$ cat config.mk
export PLATFORM = sky130hd
export DESIGN_NAME = mem_port_arbiter
export DESIGN_NICKNAME = d
export VERILOG_FILES = /design/src/rtl/mem_arb_pkg.sv /design/src/rtl/mem_arb_pick.sv /design/src/rtl/mem_port_arbiter.sv
export SDC_FILE = /design/constraint.sdc
export NUM_CORES = 1
export LEC_CHECK = 0
export CAP_MARGIN = 20
export CORE_MARGIN = 1.5
export CORE_UTILIZATION = 41
export CTS_BUF_LIST = sky130_fd_sc_hd__clkbuf_8
export CTS_CLUSTER_DIAMETER = 30
export CTS_CLUSTER_SIZE = 24
export DETAILED_ROUTE_END_ITERATION = 8
export PLACE_DENSITY = 0.93
export SLEW_MARGIN = 0
export SYNTH_ARGS = -nofsm -noshare
export SYNTH_HDL_FRONTEND = slang
export SYNTH_SLANG_ARGS = --single-unit
$ cat constraint.sdc
create_clock -name clk_i -period 1.6 [get_ports clk_i]
set_input_delay 0.32 -clock clk_i [delete_from_list [all_inputs] [get_ports clk_i]]
set_output_delay 0.32 -clock clk_i [all_outputs]
set_load 0.01 [all_outputs]
$ cat src/rtl/mem_arb_pkg.sv
// Shared definitions for the instruction/data memory port arbiter:
// FSM state encoding, access owner codes and default widths.
package mem_arb_pkg;

  // Default geometry of the shared unified memory.
  localparam int DEF_ADDR_W     = 32;
  localparam int DEF_DATA_W     = 32;
  localparam int DEF_MEM_LAT    = 2;
  localparam int DEF_STARVE_MAX = 4;

  // Owner of the access currently in flight.
  localparam logic OWN_IF = 1'b0;
  localparam logic OWN_DM = 1'b1;

  // Access sequencer states; explicit codes keep the encoding stable
  // for anyone probing the state register in a waveform or netlist.
  typedef enum logic [1:0] {
    ST_IDLE  = 2'd0,
    ST_ISSUE = 2'd1,
    ST_WAIT  = 2'd2,
    ST_DONE  = 2'd3
  } state_e;

  // Width needed to hold a down-counter loaded with 'lat'.
  function automatic int lat_cnt_w(input int lat);
    return (lat < 1) ? 1 : $clog2(lat + 1);
  endfunction

endpackage

$ cat src/rtl/mem_arb_pick.sv
// Winner select for the shared memory port. Data has strict priority
// over fetch. When MEMARB_STARVE_GUARD_EN is defined a starve counter
// tracks consecutive data wins while fetch is waiting and hands the
// port to fetch once STARVE_MAX such wins have occurred.
module mem_arb_pick
  import mem_arb_pkg::*;
#(
  parameter int STARVE_MAX = DEF_STARVE_MAX
) (
  input  logic clk_i,
  input  logic rst_i,
  input  logic arb_en_i,   // sequencer is idle and may start an access
  input  logic if_req_i,
  input  logic dm_req_i,
  output logic win_o,      // an access starts this cycle
  output logic owner_o     // OWN_IF / OWN_DM
);

`ifdef MEMARB_STARVE_GUARD_EN
  localparam int SW = (STARVE_MAX < 1) ? 1 : $clog2(STARVE_MAX + 1);

  logic [SW-1:0] starve_q, starve_d;
  logic          starved;

  assign starved = (starve_q >= SW'(STARVE_MAX));

  // Winner: data unless fetch has been passed over STARVE_MAX times.
  always_comb begin
    win_o   = arb_en_i & (if_req_i | dm_req_i);
    owner_o = (dm_req_i && !(if_req_i && starved)) ? OWN_DM : OWN_IF;
  end

  // Starve counter next state: count data wins seen by a waiting fetch.
  always_comb begin
    starve_d = starve_q;
    if (arb_en_i) begin
      if (!if_req_i) begin
        starve_d = '0;
      end else if (win_o && owner_o == OWN_DM) begin
        starve_d = starve_q + SW'(1);
      end else if (win_o && owner_o == OWN_IF) begin
        starve_d = '0;
      end
    end
  end

  // Starve counter register.
  always_ff @(posedge clk_i) begin
    if (rst_i) begin
      starve_q <= '0;
    end else begin
      starve_q <= starve_d;
    end
  end
`else
  logic        unused_clk_rst;
  logic [31:0] unused_starve_max;

  assign unused_clk_rst    = clk_i ^ rst_i;
  assign unused_starve_max = STARVE_MAX;

  // Winner: strict data priority, purely combinational.
  always_comb begin
    win_o   = arb_en_i & (if_req_i | dm_req_i);
    owner_o = dm_req_i ? OWN_DM : OWN_IF;
  end
`endif

endmodule

$ cat src/rtl/mem_port_arbiter.sv
// Shares one single-port, fixed-latency memory between the fetch port
// and the data port. One access at a time runs IDLE -> ISSUE -> WAIT
// (MEM_LAT cycles) -> DONE; the owner gets a one-cycle done pulse.
// Optional build macro: MEMARB_STARVE_GUARD_EN (fetch anti-starvation).
module mem_port_arbiter
  import mem_arb_pkg::*;
#(
  parameter int ADDR_W     = DEF_ADDR_W,
  parameter int DATA_W     = DEF_DATA_W,
  parameter int MEM_LAT    = DEF_MEM_LAT,
  parameter int STARVE_MAX = DEF_STARVE_MAX
) (
  input  logic              clk_i,
  input  logic              rst_i,
  // fetch port
  input  logic              if_req_i,
  input  logic [ADDR_W-1:0] if_addr_i,
  output logic              if_done_o,
  output logic [DATA_W-1:0] if_rdata_o,
  output logic              if_stall_o,
  // data port
  input  logic              dm_req_i,
  input  logic              dm_we_i,
  input  logic [ADDR_W-1:0] dm_addr_i,
  input  logic [DATA_W-1:0] dm_wdata_i,
  output logic              dm_done_o,
  output logic [DATA_W-1:0] dm_rdata_o,
  output logic              dm_stall_o,
  // memory side
  output logic              mem_en_o,
  output logic              mem_we_o,
  output logic [ADDR_W-1:0] mem_addr_o,
  output logic [DATA_W-1:0] mem_wdata_o,
  input  logic [DATA_W-1:0] mem_rdata_i,
  // status
  output logic              busy_o,
  output logic              owner_o
);

  localparam int                CNT_W  = lat_cnt_w(MEM_LAT);
  localparam logic [CNT_W-1:0]  LAT_LD = CNT_W'(MEM_LAT);
  localparam logic [CNT_W-1:0]  CNT_ONE = CNT_W'(1);

  state_e              state_q, state_d;
  logic [CNT_W-1:0]    cnt_q, cnt_d;
  logic                owner_q, owner_d;
  logic                we_q, we_d;
  logic [ADDR_W-1:0]   addr_q, addr_d;
  logic [DATA_W-1:0]   wdata_q, wdata_d;
  logic [DATA_W-1:0]   if_rdata_q, if_rdata_d;
  logic [DATA_W-1:0]   dm_rdata_q, dm_rdata_d;

  logic                pick_win;
  logic                pick_owner;

  mem_arb_pick #(
    .STARVE_MAX (STARVE_MAX)
  ) u_pick (
    .clk_i    (clk_i),
    .rst_i    (rst_i),
    .arb_en_i (state_q == ST_IDLE),
    .if_req_i (if_req_i),
    .dm_req_i (dm_req_i),
    .win_o    (pick_win),
    .owner_o  (pick_owner)
  );

  // Sequencer next state and datapath latches; port inputs are only
  // looked at in IDLE so mid-access changes cannot disturb the access.
  always_comb begin
    state_d    = state_q;
    cnt_d      = cnt_q;
    owner_d    = owner_q;
    we_d       = we_q;
    addr_d     = addr_q;
    wdata_d    = wdata_q;
    if_rdata_d = if_rdata_q;
    dm_rdata_d = dm_rdata_q;

    case (state_q)
      ST_IDLE: begin
        if (pick_win) begin
          owner_d = pick_owner;
          if (pick_owner == OWN_DM) begin
            addr_d  = dm_addr_i;
            we_d    = dm_we_i;
            wdata_d = dm_wdata_i;
          end else begin
            addr_d  = if_addr_i;
            we_d    = 1'b0;
            wdata_d = '0;
          end
          state_d = ST_ISSUE;
        end
      end
      ST_ISSUE: begin
        cnt_d   = LAT_LD;
        state_d = ST_WAIT;
      end
      ST_WAIT: begin
        cnt_d = cnt_q - CNT_ONE;
        // Last WAIT cycle: memory read data is valid right now.
        if (cnt_q == CNT_ONE) begin
          if (!we_q) begin
            if (owner_q == OWN_DM) begin
              dm_rdata_d = mem_rdata_i;
            end else begin
              if_rdata_d = mem_rdata_i;
            end
          end
          state_d = ST_DONE;
        end
      end
      ST_DONE: begin
        state_d = ST_IDLE;
      end
      default: begin
        state_d = ST_IDLE;
      end
    endcase
  end

  // State and datapath registers; reset abandons any in-flight access.
  always_ff @(posedge clk_i) begin
    if (rst_i) begin
      state_q    <= ST_IDLE;
      cnt_q      <= '0;
      owner_q    <= OWN_IF;
      we_q       <= 1'b0;
      addr_q     <= '0;
      wdata_q    <= '0;
      if_rdata_q <= '0;
      dm_rdata_q <= '0;
    end else begin
      state_q    <= state_d;
      cnt_q      <= cnt_d;
      owner_q    <= owner_d;
      we_q       <= we_d;
      addr_q     <= addr_d;
      wdata_q    <= wdata_d;
      if_rdata_q <= if_rdata_d;
      dm_rdata_q <= dm_rdata_d;
    end
  end

  // Outputs decoded from registered state; stalls follow the live request.
  always_comb begin
    mem_en_o    = (state_q == ST_ISSUE);
    mem_we_o    = (state_q == ST_ISSUE) & we_q;
    mem_addr_o  = addr_q;
    mem_wdata_o = wdata_q;
    if_done_o   = (state_q == ST_DONE) & (owner_q == OWN_IF);
    dm_done_o   = (state_q == ST_DONE) & (owner_q == OWN_DM);
    if_rdata_o  = if_rdata_q;
    dm_rdata_o  = dm_rdata_q;
    busy_o      = (state_q != ST_IDLE);
    owner_o     = owner_q;
    if_stall_o  = if_req_i & ~if_done_o;
    dm_stall_o  = dm_req_i & ~dm_done_o;
  end

endmodule
==> flow_metrics.env <==
export IMPL_setup_viol=32
export IMPL_fin_area_mm2=0.008622
export IMPL_grt_overflow_total=0
export IMPL_whs_ns=0.2133
export IMPL_avgViaCountPerCell=5.024
export IMPL_die_area_mm2=0.01343
export IMPL_slew_headroom_pct=81.34
export IMPL_clk_latency_ns=0.44
export IMPL_min_period_ns=1.714
export IMPL_ys_warn_count=0
export IMPL_clkSinkCount=134
export IMPL_max_freq_mhz=583.3
export IMPL_cts_buffer_depth=2
export IMPL_grt_usage_pct=22.50
export IMPL_mostFrequentLayoutCell="nand2_1"
export IMPL_placed_cell_area_mm2=0.008164
export IMPL_grt_first_pass_wirelength_um=23310
export IMPL_antenna_found_initial=0
export IMPL_first_pass_iters=5
export IMPL_drive_above_1_share_pct=11.38
export IMPL_syn_avg_cell_area_um2=8.536
export IMPL_critical_path_class="flip-flop to output port"
export IMPL_numPortBuffers=268
export IMPL_first_iter_violations=351
export IMPL_dp_worst_setup_slack_ns=-0.2833
export IMPL_min_period_over_period_pct=107.1
export IMPL_synth_area_leaders="dfxtp_1 (51%), nand2_1 (12%), a21oi_1 (9.6%)"
export IMPL_grt_max_degree=53
export IMPL_initial_core_util_pct=41.73
export IMPL_cts_tree="yes"
export IMPL_synth_top_area_share_pct=51.35
export IMPL_postSynthCellCount=612
export IMPL_routabilityCongestion=0.8285
export IMPL_dp_hpwl_um=11240
export IMPL_status="finished with violations"
export IMPL_violations="negative setup slack"
export IMPL_syn_num_nets=751
export IMPL_clockRootBuffer="clkbuf_8"
export IMPL_place_inst=1030
export IMPL_grt_pass1_vias=5017
export IMPL_cp_end_kind="output port"
export IMPL_cts_htree_levels=4
export IMPL_finalHoldViolations=0
export IMPL_worst_pin_slew_ns=0.2799
export IMPL_fin_tns_setup_ns=-1.117
export IMPL_numCtsBuffers=17
export IMPL_finalWorstSetupSlack_ns=-0.1144
export IMPL_ant_nets=0
export IMPL_ys_seq_area_share_pct=51.35
export IMPL_critical_path_required_ns=1.28
export IMPL_p_per_area_mw_per_mm2=1221
export IMPL_nets=1023
export IMPL_rsz0062_at_grt="yes"
export IMPL_antenna_cells=0
export IMPL_area_growth_pct=65.05
export IMPL_vdd_ir_drop_max_v=0.0008581
export IMPL_p_leak_nw=3.773
export IMPL_wl_per_cell_um=15.34
export IMPL_drcViolationCount=0
export IMPL_finalWirelength_um=16380
export IMPL_die_y_um=115.9
export IMPL_num_vias=5366
export IMPL_hold_class="input pin to flip-flop"
export IMPL_worstPathArrival_ns=1.39
export IMPL_ys_ff_latch=134
export IMPL_core_area_mm2=0.01252
export IMPL_mostFrequentLayoutCells="nand2_1 (163), dfxtp_1 (131), clkdlybuf4s50_1 (130), dlygate4sd2_1 (128), a21oi_1 (96)"
export IMPL_ios=269
export IMPL_final_cells=1068
export IMPL_finClkSkew_ns=0.008054
export IMPL_num_rows=41
export IMPL_maxCapViolations=0
export IMPL_clk_pin_slew_worst_paths_ns=0.07
export IMPL_synth_cell_type_count=28
export IMPL_die_w_um=115.9
export IMPL_slew_violations=0
export IMPL_synth_area_mm2=0.005224
export IMPL_start_kind="flip-flop"
export IMPL_crit_path_max_fanout=4
export IMPL_yosysTopAreaCell="dfxtp_1"
## worst paths after layout
| kind | slack (ns) | to | depth (start not counted) | start |
|---|---|---|---|---|
| worst max-delay path | -0.11 | if_stall_o | 4 | state_q[0] |
| worst min-delay path | 0.21 | cnt_q[0] | 2 | rst_i |
| worst max register to register | -0.06 | dm_rdata_o[17] | 7 | state_q[0] |
| worst min register to register | 0.45 | mem_wdata_o[13] | 2 | mem_wdata_o[13] |
## synth_stat cells (all sizes together)
cell type,number
clkbuf,17
nand3,33
a311oi,1
or3b,1
nand4bb,1
and2,2
nand2,163
nand2b,3
nand3b,1
buf,35
nor2b,3
nand4b,1
a21oi,100
o21ai,1
o21a,2
nor2,34
and4bb,1
and4b,1
ha,6
a211oi,32
a21boi,1
mux2i,33
dfxtp,134
inv,6
## state kept, by name (all words and copies together), names as in the netlist
| register | count |
|---|---|
| dm_rdata_o | 32 |
| if_rdata_o | 32 |
| mem_addr_o | 32 |
| mem_wdata_o | 32 |
| cnt_q | 2 |
| state_q | 2 |
| owner_o | 1 |
| we_q | 1 |
## per-layer routing
| layer | track usage [%] | vias to the layer above | share of wire, % |
|---|---|---|---|
| met5 | 0 | - | 0 |
| met4 | 11.14 | 0 | 3.3 |
| met3 | 7.845 | 48 | 8.6 |
| met2 | 41.10 | 249 | 52 |
| met1 | 22.70 | 2470 | 36 |
| li1 | - | 2599 | - |
## kinds of logic (layout without fill, tap and decap cells)
| kind of cell | Yosys count | after routing | synth area share [%] |
|---|---|---|---|
| AND/OR/NAND/NOR | 244 | 244 | 19.40 |
| multiplexers | 33 | 33 | 6.323 |
| buffers and inverters | 58 | 342 | 5.964 |
| adder cells (fa/ha/maj) | 6 | 6 | 1.437 |
| AO/OA/AOI/OAI | 137 | 137 | 15.52 |
| flip-flops | 134 | 134 | 51.35 |
## through the flow
stage | power [mW] | util, %
2_1_floorplan | 5.995 | -
3_3_place_gp | 7.688 | 65.22
3_5_place_dp | 7.788 | 65.22
4_1_cts | 10.20 | 67.11
5_1_grt | 11.08 | 68.88
6_report | 10.53 | 68.88
## critical path, stage by stage (launching register included)
cell     delay (ns)
dfxtp_4        0.37
ha_4           0.16
nor2b_4        0.13
nor2b_1        0.14
buf_2          0.16
## report_power, final
group / switching [mW] / internal [mW]
combinational: 1.95 / 1.89
sequential: 0.256 / 3.82
clock: 1.26 / 1.36
## area by class of cell
cell class                      count  area [um^2]
Sequential cell                   134         2691
Timing Repair Buffer              305         3002
Inverter                            6        22.52
Clock inverter                     10        80.08
Multi-Input combinational cell    420         2322
Fill cell                         991         3895
Clock buffer                       21        289.0
Tap cell                          172        215.2
## timing repair
item,CTS,global route
resized for setup,172,20
setup buffers,0,1
pin swaps,0,3
gates cloned,0,6
hold buffers,0,0
setup endpoints to repair,141,87
No activity file was read; power rests on OpenSTA's default activity.
